**src/rtl/seq_mult_pkg.sv**
```systemverilog
// rtl/seq_mult_pkg.sv - shared types and helpers for the sequential multiplier
package seq_mult_pkg;

    typedef enum logic [1:0] {
        IDLE,
        CALC,
        DONE
    } state_t;

    function automatic int cnt_width(input int width);
        return $clog2(width);
    endfunction

endpackage

```
**src/rtl/seq_multiplier.sv**
```systemverilog
// rtl/seq_multiplier.sv - iterative shift-add multiplier, one partial product per clock
module seq_multiplier
    import seq_mult_pkg::*;
#(
    parameter int WIDTH = 8
) (
    input  logic                 clk,
    input  logic                 rst,
    input  logic                 in_valid,
    output logic                 in_ready,
    input  logic [WIDTH-1:0]     a,
    input  logic [WIDTH-1:0]     b,
    input  logic                 is_signed,
    output logic                 out_valid,
    input  logic                 out_ready,
    output logic [2*WIDTH-1:0]   product,
    output logic                 busy
);

    localparam int              CW   = cnt_width(WIDTH);
    localparam logic [CW-1:0]   LAST = CW'(WIDTH - 1);

    state_t                 state, state_nxt;
    logic [WIDTH-1:0]       mcand, mplier;
    logic [WIDTH-1:0]       a_mag, b_mag;
    logic [2*WIDTH-1:0]     acc, acc_nxt, partial, result;
    logic [CW-1:0]          cnt;
    logic                   sign_x, signed_r;
    logic                   last;

    assign last = (cnt == LAST);

    always_ff @(posedge clk) begin
        if (rst) begin
            state <= IDLE;
        end else begin
            state <= state_nxt;
        end
    end

    always_comb begin
        state_nxt = state;
        in_ready  = 1'b0;
        out_valid = 1'b0;
        busy      = 1'b0;
        case (state)
            IDLE: begin
                in_ready = !rst;
                if (in_valid) begin
                    state_nxt = CALC;
                end
            end
            CALC: begin
                busy = 1'b1;
                if (last) begin
                    state_nxt = DONE;
                end
            end
            DONE: begin
                busy      = 1'b1;
                out_valid = 1'b1;
                if (out_ready) begin
                    state_nxt = IDLE;
                end
            end
            default: state_nxt = IDLE;
        endcase
    end

    // Magnitudes stay WIDTH bits: the most-negative operand becomes 2^(WIDTH-1) unsigned.
    always_comb begin
        a_mag   = (is_signed && a[WIDTH-1]) ? (~a + WIDTH'(1)) : a;
        b_mag   = (is_signed && b[WIDTH-1]) ? (~b + WIDTH'(1)) : b;
        partial = mplier[0] ? ({{WIDTH{1'b0}}, mcand} << cnt) : '0;
        acc_nxt = acc + partial;
        result  = (signed_r && sign_x) ? (~acc_nxt + (2*WIDTH)'(1)) : acc_nxt;
    end

    always_ff @(posedge clk) begin
        if (rst) begin
            mcand    <= '0;
            mplier   <= '0;
            acc      <= '0;
            cnt      <= '0;
            sign_x   <= 1'b0;
            signed_r <= 1'b0;
            product  <= '0;
        end else if (state == IDLE && in_valid) begin
            mcand    <= a_mag;
            mplier   <= b_mag;
            acc      <= '0;
            cnt      <= '0;
            sign_x   <= a[WIDTH-1] ^ b[WIDTH-1];
            signed_r <= is_signed;
        end else if (state == CALC) begin
            acc    <= acc_nxt;
            mplier <= mplier >> 1;
            cnt    <= cnt + CW'(1);
            if (last) begin
                product <= result;
            end
        end
    end

endmodule

```
**config.mk**
```make
export PLATFORM = sky130hd
export DESIGN_NAME = seq_multiplier
export DESIGN_NICKNAME = d
export VERILOG_FILES = /design/src/rtl/seq_mult_pkg.sv /design/src/rtl/seq_multiplier.sv
export SDC_FILE = /design/constraint.sdc
export NUM_CORES = 1
export LEC_CHECK = 0
export CAP_MARGIN = 20
export CORE_ASPECT_RATIO = 1.2
export CORE_MARGIN = 8
export CORE_UTILIZATION = 30
export CTS_CLUSTER_SIZE = 14
export DETAILED_ROUTE_END_ITERATION = 6
export GPL_TIMING_DRIVEN = 0
export PLACE_DENSITY = 0.54
export SLEW_MARGIN = 15
export SYNTH_ARGS = -nofsm -noshare
export SYNTH_HDL_FRONTEND = slang
export SYNTH_SLANG_ARGS = --single-unit
```
**constraint.sdc**
```tcl
create_clock -name clk -period 5.85 [get_ports clk]
set_input_delay 0.585 -clock clk [delete_from_list [all_inputs] [get_ports clk]]
set_output_delay 0.585 -clock clk [all_outputs]
set_load 0.02 [all_outputs]
```
### Yosys cells after proc, flatten, opt, wreduce, memory -nomap -nowiden

Index checks and enable logic that the tools add are counted.

| word-level totals | value |
|---|---|
| register bits after elaboration | 55 |
| bits in latches | 0 |
| bits in writable memories | 0 |
| memory bits (read-only) | 0 |
| input bits | 21 |
| output and inout port bits | 19 |
| logic and storage cells | 49 |
| memories kept | 0 |

| cells by class | value |
|---|---|
| add/subtract/negate cells | 5 |
| multiply operators | 0 |
| divide/modulo/power cells | 0 |
| magnitude comparators | 0 |
| equal/unequal tests | 6 |
| shift-type cells | 1 |
| multiplexer cells | 13 |
| bitwise gates (word level) | 5 |
| reductions and logical operators | 11 |

Operator list:

| kind | number |
|---|---|
| 16-bit two-way mux | 2 |
| 8-bit two-way mux | 4 |
| 16-bit by 1-bit adder with 16-bit output (second input constant) | 1 |
| 16-bit adder | 1 |
| 8-bit by 1-bit adder with 8-bit output (second input constant) | 2 |
| 16-bit inverter | 1 |
| 8-bit inverter | 2 |
| 8-bit by 3-bit left shift with 16-bit output | 1 |
| 2-bit two-way mux | 3 |
| 2-bit != test (second input constant) | 3 |
| 2-bit one-hot mux with 3 select lines | 1 |
| 3-bit AND reduction | 2 |
| 1-bit logical AND | 4 |
| 2-bit OR reduction | 2 |
| 3-bit by 1-bit adder with 3-bit output (second input constant) | 1 |
| 3-bit equality test (second input constant) | 1 |
| 1-bit two-way mux | 3 |
| 2-bit by 1-bit equality test with 1-bit output (second input constant) | 1 |
| 2-bit equality test (second input constant) | 1 |
| 2-bit zero test | 1 |
| 2-bit nonzero test | 1 |
| 1-bit zero test | 1 |
| 1-bit inverter | 1 |
| 1-bit XOR | 1 |

### Logic depth before layout (Yosys ltp)

Gate-level depths: netlist (run 1).

| depth | value |
|---|---|
| word-level depth | 6 |
| depth in mapped cells | 16 |
| depth with buffers taken out | 14 |

### Least setup slack after synthesis (run 1)

Ideal clock, no wire load.

| timing | value |
|---|---|
| kind | flip-flop to flip-flop |
| from | register cnt[1] |
| to | register product[15] |
| setup time | 129 ps |
| arrival | 3415 ps |
| data required time | 5721 ps |
| slack | 2306 ps |
| cell stages (with the launch flop) | 16 |
| buffers on the path | 3 |
| period minus slack after synthesis | 3544 ps |
| cells stage by stage | dfxtp_1 -> clkbuf_1 -> clkbuf_1 -> mux2i_1 -> mux2i_1 -> o211a_1 -> ha_1 -> buf_6 -> a21oi_2 -> o22ai_1 -> or4_4 -> nand3_2 -> o211ai_2 -> o41ai_2 -> xnor2_1 -> o31ai_2 |

| between the ends | value |
|---|---|
| word-level cells in the longest chain between the ends | 6 |
| elaborated cells on any way between the ends | 8 |
| those cells by class | add/sub: 2; eq/ne: 1; shift: 1; mux: 2; bitwise: 1; reduce/logical: 1 |

RTL lines:

| item | line | source |
|---|---|---|
| start, declared | seq_multiplier.sv:27 | `logic [CW-1:0] cnt;` |
| start signal, assigned | seq_multiplier.sv:98 | `cnt <= cnt + CW'(1);` |
| 8-bit by 3-bit left shift with 16-bit output | seq_multiplier.sv:74 | `partial = mplier[0] ? ({{WIDTH{1'b0}}, mcand} << cnt) : '0;` |
| 16-bit two-way mux | seq_multiplier.sv:74 |  |
| 16-bit adder | seq_multiplier.sv:75 | `acc_nxt = acc + partial;` |
| 16-bit inverter | seq_multiplier.sv:76 | `result = (signed_r && sign_x) ? (~acc_nxt + (2*WIDTH)'(1)) : acc_nxt;` |
| 16-bit by 1-bit adder with 16-bit output | seq_multiplier.sv:76 |  |
| 16-bit two-way mux | seq_multiplier.sv:76 |  |
| end signal, assigned | seq_multiplier.sv:100 | `product <= result;` |
| end, declared | seq_multiplier.sv:16 | `output logic [2*WIDTH-1:0] product,` |

Parallel ways exist; a longest one is shown, timed or not.
A chain may end at the register's enable or synchronous reset.

### Worst setup path in the final report (run 1)

Same ends and word-level chain as after synthesis.

==> impl_metrics.csv, run 1 <==
group,metric,value,unit
cts,cts_resized,0,
cts,clk_latency,0.30,ns
routing,antenna_left,0,
timing,max-slew-margin-rel,0.348,
finish,layout.nets,591,
timing,skew,0.00483,ns
synth,synthDistinctLibCells,65,
setup_path,critPathKind,"flop to flop",
cts,cts_buffer_depth,2,
die,initial_utilization,0.304,
placement,port_buffers,38,
die,num_rows,46,
power,power_density,282,mW/mm²
timing,rsz0062_at_grt,"false",
finish,area_growth,18.6,%
setup_path,worstPathRequired,6.03,ns
routing,vias,3695,
routing,first_pass_iters,4,
timing,hold_viol,0,
global_routing,grtUsageTotal,0.125,
timing,whs,0.456,ns
worst_hold_path,worstHoldPathCells,2,
routing,routed_wl,10.7,mm
cts,clockRootBuffer,"clkbuf_16",
finish,mostFrequentLayoutCell,"nor2_1",
cts,cts-buffers-inserted,5,
placement,gp_congestion,0.881,
cts,postCtsSetupRepairBufs,0,
routing,vias_per_cell,5.18,
timing,setup_viol,0,
setup_path,r2r_cells,15,
routing,drc,0,
setup_path,end_kind,"flop",
routing,wire_per_inst,14.9,µm
placement,dpl_cell_area,0.00459,mm²
die,fp.dieH,142,µm
die,core_area,0.0131,mm²
die,die_w,121,µm
power,ir_worst_vdd,135,µV
flow_run,cap_violations,0,
placement,dp_hpwl,8.75,mm
global_routing,antenna_found_initial,0,
finish,design_area,0.00474,mm²
cts,postCtsHoldBufs,0,
synth,seq_area_frac_synth,0.276,
synth,postSynthAreaPerCell,7.99,µm²
timing,min_period,4.33,ns
power,p_leak,1.74,nW
timing,drv_slew,0,
die,die_area,0.0173,mm²
synth,synthCells,500,
cts,path_clk_slew,0.08,ns
finish,fill_cells,1399,
routing,drtIter0Drc,165,
synth,yosysWarningCount,0,
synth,synth_area,0.00400,mm²
timing,clock.fmax,0.231,GHz
timing,tightest_slew,0.966,ns
global_routing,grt_pass1_vias,3599,
finish,most-common-layout-cells,"nor2_1 (75), dfxtp_1 (55), nand2_1 (42)",
timing,fin_setup_tns,0,ns
synth,synthFlopType,"dfxtp_1",
worst_hold_path,hold_path_class,"flop to flop",
global_routing,grt_max_degree,20,
global_routing,grt_pass1_wl,17.5,mm
cts,clock_sink_count,55,
global_routing,overflow,0,
synth,ys_ff_latch,55,
timing,min_period_over_period,0.740,
finish,drive_gt1_frac,0.0678,
setup_path,worstPathArrival,4.51,ns
synth,async_flop_share,0,
cts,cts_tree,"done",
synth,synth_nets,546,
status,status,"completed",
finish,diodes,0,
setup_path,crit_path_start_kind,"flop",
die,io_pins,40,
cts,h-tree-depth,2,
synth,synth_edf_count,0,
setup_path,path_max_fanout,10,
[cell usage after synthesis, drive strengths merged (5+ instances only)]
master / n / area, µm²
nor2: 75 / 282
dfxtp: 55 / 1100
nand2: 42 / 158
a21oi: 28 / 148
a211oi: 27 / 225
mux2i: 27 / 270
ha: 24 / 300
o21ai: 22 / 110
clkbuf: 21 / 78.8
inv: 18 / 67.6
xor2: 16 / 148
nand3: 15 / 85.1
xnor2: 15 / 131
nor3: 12 / 70.1
nor2b: 9 / 56.3
buf: 7 / 37.5
or3: 7 / 43.8
a311oi: 6 / 52.6
nand3b: 6 / 45.0
o31ai: 6 / 50.1
nand2b: 5 / 31.3
[worst max-delay path: stages, from the launching register on]
cell      delay (ns)
dfxtp_1         0.34
clkbuf_1        0.25
clkbuf_1        0.40
mux2i_1         0.30
mux2i_1         0.17
o211a_1         0.27
ha_1            0.30
buf_6           0.14
a21oi_2         0.20
o22ai_1         0.17
o21ai_0         0.19
o311ai_0        0.15
o41ai_1         0.80
xor2_1          0.16
xnor2_1         0.27
o31ai_2         0.07
[kinds of logic (layout without fill, tap and decap cells)]
group,Yosys count,after routing,share of synthesized area
muxes,31,31,0.0789
and+or+nand+nor,191,191,0.229
xor gates and xnor gates,31,31,0.0698
DFF,55,55,0.276
buffers and inverters,46,92,0.0460
AOI/OAI and AO/OA,121,121,0.221
adders and majority gates,25,25,0.0802
[area by class of cell]
class,instances,area (µm²),area share
Multi-Input combinational cell,399,2710,0.572
Sequential cell,55,1100,0.232
Timing Repair Buffer,38,380,0.0803
Tap cell,168,210,0.0444
Clock buffer,5,125,0.0264
Buffer,28,116,0.0246
Inverter,18,67.6,0.0143
Clock inverter,3,27.5,0.00581
[where the power goes]
part           switching, W  leakage [nW]  internal [W]
Clock              0.000153        0.0719      0.000163
Sequential        0.0000300         0.447      0.000420
Combinational      0.000349          1.22      0.000223
[flip-flops by register name, summed over array words and instances, names as in the netlist]
| signal | flops |
|---|---|
| signed_r | 1 |
| mplier | 8 |
| product | 16 |
| state | 2 |
| acc | 16 |
| mcand | 8 |
| cnt | 3 |
| sign_x | 1 |
[metal layers]
layer / vias up / global-route usage / wire (µm)
met1: 1747 / 0.148 / 4900
met2: 51 / 0.223 / 5340
li1: 1884 / - / -
met4: 0 / 0.0377 / 170
met5: - / 0 / 0
met3: 13 / 0.0210 / 251
[worst paths after layout]
check                           startpoint     endpoint  slack, ns
worst min register to register  product[6]   product[6]       0.46
worst min-delay path            product[6]   product[6]       0.46
worst max register to register      cnt[1]  product[15]       1.52
worst max-delay path                cnt[1]  product[15]       1.52
[per-stage QoR]
| step | power (W) | utilization | worst slack, ns | std cells |
|---|---|---|---|---|
| floorplan | 0.000876 | - | 2.31 | 500 |
| global placement | 0.00102 | 0.349 | 1.59 | 706 |
| detailed placement | 0.00103 | 0.349 | 1.53 | 706 |
| CTS | 0.00135 | 0.361 | 1.49 | 714 |
| global route | 0.00144 | 0.361 | 1.21 | 714 |
| finish | 0.00134 | 0.361 | 1.52 | 714 |
Power figures use the tool's default switching activity.
==> run 2, diff against run 1 <==
==> constraint.sdc (replaced) <==
create_clock -name clk -period 4.4 [get_ports clk]
set_input_delay 0.44 -clock clk [delete_from_list [all_inputs] [get_ports clk]]
set_output_delay 0.44 -clock clk [all_outputs]
set_load 0.02 [all_outputs]
==> impl_metrics.csv, run 2 (same netlist as run 1, synthesis figures left out) <==
group,metric,value,unit
status,status,"completed",
setup_path,worstPathArrival,4.26,ns
worst_hold_path,holdCritStartpoint,"product[0]",
cts,path_clk_slew,0.08,ns
routing,drtIter0Drc,169,
flow_run,cap_violations,0,
timing,skew,0.00543,ns
setup_path,end_kind,"flop",
setup_path,crit_path_start_kind,"flop",
timing,drv_slew,0,
timing,fin_setup_tns,0,ns
power,power,0.00180,W
global_routing,grt_pass1_vias,3599,
setup_path,cp_slowest_cell,"nor4_1",
global_routing,grt_pass1_wl,17.5,mm
finish,area_growth,19.7,%
timing,hold_viol,0,
die,die_area,0.0173,mm²
cts,clk_latency,0.30,ns
setup_path,worstPathRequired,4.62,ns
timing,min_period,4.04,ns
global_routing,antenna_found_initial,0,
global_routing,overflow,0,
timing,setup_viol,0,
timing,tightest_slew,0.767,ns
finish,layout.nets,592,
setup_path,worstPathCellList,"clkbuf_1 > clkbuf_2 > mux2i_1 > a21oi_1 > a21oi_1 > nor2b_1 > ha_1 > buf_2 > and3_1 > a2bb2oi_1 > a22oi_1 > nor4_1 > nand3_1 > o31ai_1 > xor2_1 > a211oi_1",
global_routing,grt_max_degree,20,
power,ir_worst_vdd,179,µV
cts,postCtsHoldBufs,0,
cts,cts_buffer_depth,2,
cts,h-tree-depth,2,
die,die_w,121,µm
finish,largest_registers,"acc: 16 flops, product: 16 flops",
routing,highest_layer,"met4",
setup_path,critPathKind,"flop to flop",
worst_hold_path,hold_path_class,"flop to flop",
setup_path,cp-startpoint,"cnt[1]",
timing,max-slew-margin-rel,0.488,
die,core_area,0.0131,mm²
finish,drive_gt1_frac,0.0786,
finish,regArea,0.00110,mm²
die,io_pins,40,
placement,dp_hpwl,8.75,mm
timing,rsz0062_at_grt,"false",
finish,fill_cells,1393,
routing,routed_wl,10.7,mm
cts,clock_sink_count,55,
setup_path,crit_path_frequent_cell,"a21oi_1",
routing,antenna_left,0,
routing,wl_met3,321,µm
cts,clockRootBuffer,"clkbuf_16",
placement,gp_congestion,0.881,
routing,wl_met2,5.42,mm
finish,diodes,0,
timing,clock.fmax,0.247,GHz
routing,met1Wirelength,4.80,mm
global_routing,grtUsageTotal,0.125,
cts,cts-buffers-inserted,5,
power,p_leak,1.77,nW
routing,wire_per_inst,15.0,µm
die,fp.dieH,142,µm
routing,vias,3710,
timing,min_period_over_period,0.919,
routing,vias_per_cell,5.19,
placement,port_buffers,38,
cts,cts_tree,"done",
die,num_rows,46,
routing,first_pass_iters,4,
setup_path,path_max_fanout,10,
setup_path,slowest_delay,0.46,ns
setup_path,timing.rr.start,"cnt[1]",
timing,whs,0.456,ns
finish,most-common-layout-cells,"nor2_1 (75), dfxtp_1 (55), nand2_1 (42)",
finish,multiInputGateArea,0.00274,mm²
power,power_density,377,mW/mm²
die,initial_utilization,0.304,
routing,drc,0,
finish,mostFrequentLayoutCell,"nor2_1",
run 2: cell count changes in the layout (fill, tap and decap cells not counted), sizes merged:
cell | previous run | this run
buf | 7 | 8
run 2: critical path, delay by kind of cell, from the launching register on:
| kind | cells | cell delay [ns] |
|---|---|---|
| AO/OA/AOI/OAI | 6 | 1.30 |
| XOR/XNOR | 1 | 0.13 |
| adder cells (fa/ha/maj) | 1 | 0.26 |
| buffers and inverters | 3 | 0.72 |
| flip-flops | 1 | 0.34 |
| multiplexers | 1 | 0.28 |
| AND/OR/NAND/NOR | 4 | 0.93 |
run 2: area by class of cell:
cell class | instances | area share
buffer | 28 | 0.0249
multi-input combinational | 399 | 0.574
clock inverter | 3 | 0.00576
timing repair buffer | 39 | 0.0811
clock buffer | 5 | 0.0262
tap | 168 | 0.0440
sequential | 55 | 0.230
inverter | 18 | 0.0141
run 2: repair_timing:
| item | 4_1_cts | 5_1_grt |
|---|---|---|
| endpoints found under the setup margin | 0 | 5 |
| setup buffers | 0 | 1 |
| resized for setup | 0 | 8 |
run 2: path summary, 6_finish.rpt:
kind                 end  slack [ns]  cells past startpoint
max          product[14]        0.36                     16
max reg2reg  product[14]        0.36                     16
min reg2reg   product[0]        0.46                      2
min           product[0]        0.46                      2
run 2: routing by layer:
layer	track usage	vias to the layer above
met1	0.148	1751
met3	0.0210	14
li1	-	1886
met4	0.0377	0
met5	0	-
met2	0.223	59
run 2: through the flow:
step,instances,instance area (µm²),util,setup slack (ns)
6_report,715,4780,0.364,0.357
5_1_grt,715,4780,0.364,0.0198
4_1_cts,714,4740,0.361,0.0393
3_5_place_dp,706,4590,0.349,0.0820
3_3_place_gp,706,4590,0.349,0.136
2_1_floorplan,500,4000,-,0.856
run 2: power breakdown:
part	internal (W)	switching [W]
Clock	0.000217	0.000202
Sequential	0.000558	0.0000399
Combinational	0.000313	0.000474
==> run 3, diff against run 2 <==
--- a/config.mk
+++ b/config.mk
@@ -5,7 +5,7 @@
 export SDC_FILE = /design/constraint.sdc
 export NUM_CORES = 1
 export LEC_CHECK = 0
-export CAP_MARGIN = 20
+export CAP_MARGIN = 30
 export CORE_ASPECT_RATIO = 1.2
 export CORE_MARGIN = 8
 export CORE_UTILIZATION = 30
==> results of run 3 <==
No change in the layout: final DEF, timing and power equal those of run 2.
==> RTL edit 1 (flow settings as in run 1) <==
Re-encode `state_t` (3 states) as one-hot, 3 bits wide.
--- a/src/rtl/seq_mult_pkg.sv
+++ b/src/rtl/seq_mult_pkg.sv
@@ -1,10 +1,10 @@
 // rtl/seq_mult_pkg.sv - shared types and helpers for the sequential multiplier
 package seq_mult_pkg;
 
-    typedef enum logic [1:0] {
-        IDLE,
-        CALC,
-        DONE
+    typedef enum logic [2:0] {
+        IDLE = 3'b001,
+        CALC = 3'b010,
+        DONE = 3'b100
     } state_t;
 
     function automatic int cnt_width(input int width);
Behaviour: no difference found for any inputs over 4 cycles, from zero or initial values and one cycle with rst high; so few cycles prove little.
==> RTL edit 1 against run 1 <==
Sequential cell count increased by 1; critical path depth increased by 3; first-iteration DRC count decreased by 22%; design area decreased by 4.5%; setup slack got worse by 0.17 ns; wire length decreased by 4.7%; critical path type unchanged; global-route usage decreased by 0.26 points; synthesized area decreased by 5.5%.
Power is not compared: it rests on default switching activity, and its combinational part moved more than twofold at a synthesized area within 25%.
==> RTL edit 1: results (changes against run 1) <==
[status]
status = completed  ; unchanged

[synthesis]
synth-compound-area-share_pct = 21.84  ; was 22.08%
seq_area_frac_synth_pct = 29.69  ; was 27.56%
synthTopCellsByArea = dfxtp_1 30%, nand2_1 7.2%, nor2_1 6.8%  ; was dfxtp_1 28%, ha_1 7.5%, nor2_1 7.0%
synth_xor_area_share_pct = 7.886  ; was 6.984%
synth_nets = 538  ; was 546
synthAdderAreaFrac_pct = 7.157  ; was 8.018%
muxShareOfSynthArea_pct = 3.313  ; was 7.892%
avgSynthCellArea_um2 = 7.613  ; was 7.990 um2
ys_types = 52  ; was 65
synth_commonest_cells = 72 x nand2_1, 68 x nor2_1, 56 x dfxtp_1  ; was 75 x nor2_1, 55 x dfxtp_1, 42 x nand2_1

[critical_path]
r2r_end = product[15]  ; unchanged
startpoint = cnt[1]  ; unchanged
critPathKind = reg2reg  ; unchanged
crit_slowest_cell = nor4b_1  ; was o41ai_1
cp_data_arrival_time_ns = 4.71  ; was 4.51 ns
cp_slowest_stage_delay_ns = 0.52  ; was 0.80 ns
r2r_setup_slack_ns = 1.36  ; was 1.52 ns
reg2regPathDepth = 18  ; was 15
worstPathMaxFanout = 10  ; unchanged

[place]
pre_cts_slack_ns = 1.350  ; was 1.532 ns
gp_congestion = 0.8517  ; was 0.8805
placed_cells = 700  ; was 706
place_hpwl_um = 8042  ; was 8751 um
portBuffers = 39  ; was 38

[route]
dr_wl_met2_um = 5092  ; was 5343 um
first_iter_violations = 129  ; was 165
vias = 3587  ; was 3695
top_layer = met4  ; unchanged
dr_wl_met3_um = 227  ; was 251 um
wirelength_met1_um = 4670  ; was 4903 um
wl_per_cell_um = 14.36  ; was 14.94 um

[clocking]
htree_levels = 2  ; unchanged
path_clk_slew_ns = 0.07

[timing]
whs_ns = 0.4637  ; was 0.4564 ns
finClkSkew_ns = 0.009005  ; was 0.004825 ns
slew_headroom_pct = 50.93  ; was 34.76%
clock.fmax_mhz = 222.5  ; was 231.1 MHz

[pwr]
powerClk_mw = 0.316
max-vdd-ir-drop_uv = 112.7

[grt]
grt_pass1_wl_um = 16790  ; was 17460 um
grt_use_total_pct = 12.22  ; was 12.48%
grt_util_met3_pct = 2.077  ; was 2.104%
grt_util_met1_pct = 13.91  ; was 14.76%
grt_max_degree = 17  ; was 20
grt_util_met2_pct = 22.39  ; was 22.28%
grt-busiest-layer = met2  ; unchanged

[finish]
layout.nets = 585  ; was 591
fin_cells = 708  ; was 714
drive_above_1_share_pct = 4.412  ; was 6.777%
fill_cells = 1374  ; was 1399

[worst_hold_path]
hold_path_end = acc[3]  ; was product[6]
holdCritStartpoint = acc[3]  ; was product[6]

[RTL edit 1: cell types whose count changed after synthesis, sizes merged, moves of 7 or more]
cell	before	now
a21oi	28	47
a211oi	27	20
nand2	42	73
o21ai	22	14
inv	18	11
mux2i	27	8
nor2	75	68
xnor2	15	22
[RTL edit 1: layout make-up]
type	instances	area (um2)	area share (%)
clock inverter	2	10.01	0.2212
clock buffer	6	138.9	3.069
timing repair buffer	40	395.4	8.737
sequential	56	1121	24.77
buffer	24	90.09	1.991
tap	164	205.2	4.534
multi-input combinational	405	2524	55.76
inverter	11	41.29	0.9124
[RTL edit 1: through the flow]
stage | instance area [um2] | total power [mW]
finish | 4526 | 0.8556
detailed placement | 4377 | 0.5489
floorplan | 3776 | 0.4997
CTS | 4526 | 0.8640
global placement | 4372 | 0.5473
global route | 4526 | 0.8944
==> RTL edit 2 (flow settings as in run 1) <==
Without the edit above. Make the reset (`rst`) asynchronous in 2 clocked blocks.
--- a/src/rtl/seq_multiplier.sv
+++ b/src/rtl/seq_multiplier.sv
@@ -30,7 +30,7 @@
 
     assign last = (cnt == LAST);
 
-    always_ff @(posedge clk) begin
+    always_ff @(posedge clk or posedge rst) begin
         if (rst) begin
             state <= IDLE;
         end else begin
@@ -76,7 +76,7 @@
         result  = (signed_r && sign_x) ? (~acc_nxt + (2*WIDTH)'(1)) : acc_nxt;
     end
 
-    always_ff @(posedge clk) begin
+    always_ff @(posedge clk or posedge rst) begin
         if (rst) begin
             mcand    <= '0;
             mplier   <= '0;
Function: differs if rst is asserted again (counterexample within 4 cycles, from zero or initial values and one cycle with rst high); with rst held inactive, the same outputs for 4 cycles.
==> RTL edit 2 against run 1 <==
Sequential cell count did not move; setup slack lost 0.27 ns; design area increased by 3.5%; critical path depth fell by 2; synthesized area up 3.7%; wire length down 4.0%; highest routed layer unchanged.
Power is not compared: it rests on default switching activity, and its combinational part moved more than twofold at a synthesized area within 25%.
==> RTL edit 2: results (changes against run 1) <==
[finish]
fin_cells = 707  ; was 714
layout.nets = 581  ; was 591
fill_cells = 1453  ; was 1399
nMultiInputCombCells = 391  ; was 399
buf_share_pct = 10.23  ; was 10.48%
drive_above_1_share_pct = 5.224  ; was 6.777%

[timing]
finClkSkew_ns = 0.003178  ; was 0.004825 ns
slew_headroom_pct = 30.61  ; was 34.76%
clock.fmax_mhz = 217.5  ; was 231.1 MHz
whs_ns = 0.4792  ; was 0.4564 ns

[place]
placed_area_um2 = 4758  ; was 4586 um2
gp_congestion = 0.8420  ; was 0.8805
placed_cells = 699  ; was 706
place_hpwl_um = 8267  ; was 8751 um

[grt]
grt_util_met2_pct = 21.47  ; was 22.28%
grt_use_total_pct = 11.93  ; was 12.48%
grt_pass1_wl_um = 17250  ; was 17460 um
grt_util_met1_pct = 13.95  ; was 14.76%

[synthesis]
synth_nets = 535  ; was 546
synth_cells = 489  ; was 500
synth-async-reset-ratio_pct = 100.0  ; was 0%
ys_types = 55  ; was 65

[critical_path]
cp_slowest_stage_delay_ns = 0.48  ; was 0.80 ns
r2r_setup_slack_ns = 1.25  ; was 1.52 ns
r2r_start = cnt[0]  ; was cnt[1]

[route]
first_iter_violations = 126  ; was 165
dr_wl_met2_um = 5091  ; was 5343 um
vias = 3532  ; was 3695
dr_wl_met3_um = 313  ; was 251 um

[floorplanning]
die_w_um = 123.3  ; was 121.3 um

[status]
status = completed  ; unchanged

[RTL edit 2: changes by cell type after synthesis, moves of 5 or more]
cell      delta
dfrtp_1     +55
dfxtp_1     -55
nor2_1      -24
nand2_1     +20
o21ai_0     +20
a211oi_1    -17
a21o_1       +7
and2_1       +7
a311oi_1     -6
nand3b_1     -5
nor3_1       +5
[RTL edit 2: cells by family (layout without fill, tap and decap cells)]
group,Yosys count,count (layout),synth area share [%]
simple gates,187,187,21.56
fa+ha+maj,25,25,7.730
buf+inv,43,90,4.076
xor+xnor,30,30,6.673
compound gates,116,116,18.63
flops,55,55,33.21
mux,33,33,8.122
[RTL edit 2: power groups by stage]
stage          sequential [mW]  clock, mW  combinational, mW
3_5_place_dp             0.614          0               1.60
6_report                 0.605      0.300               1.61
5_1_grt                  0.626      0.326               1.80
2_1_floorplan            0.629          0               1.18
4_1_cts                  0.607      0.311               1.61
3_3_place_gp             0.608          0               1.58
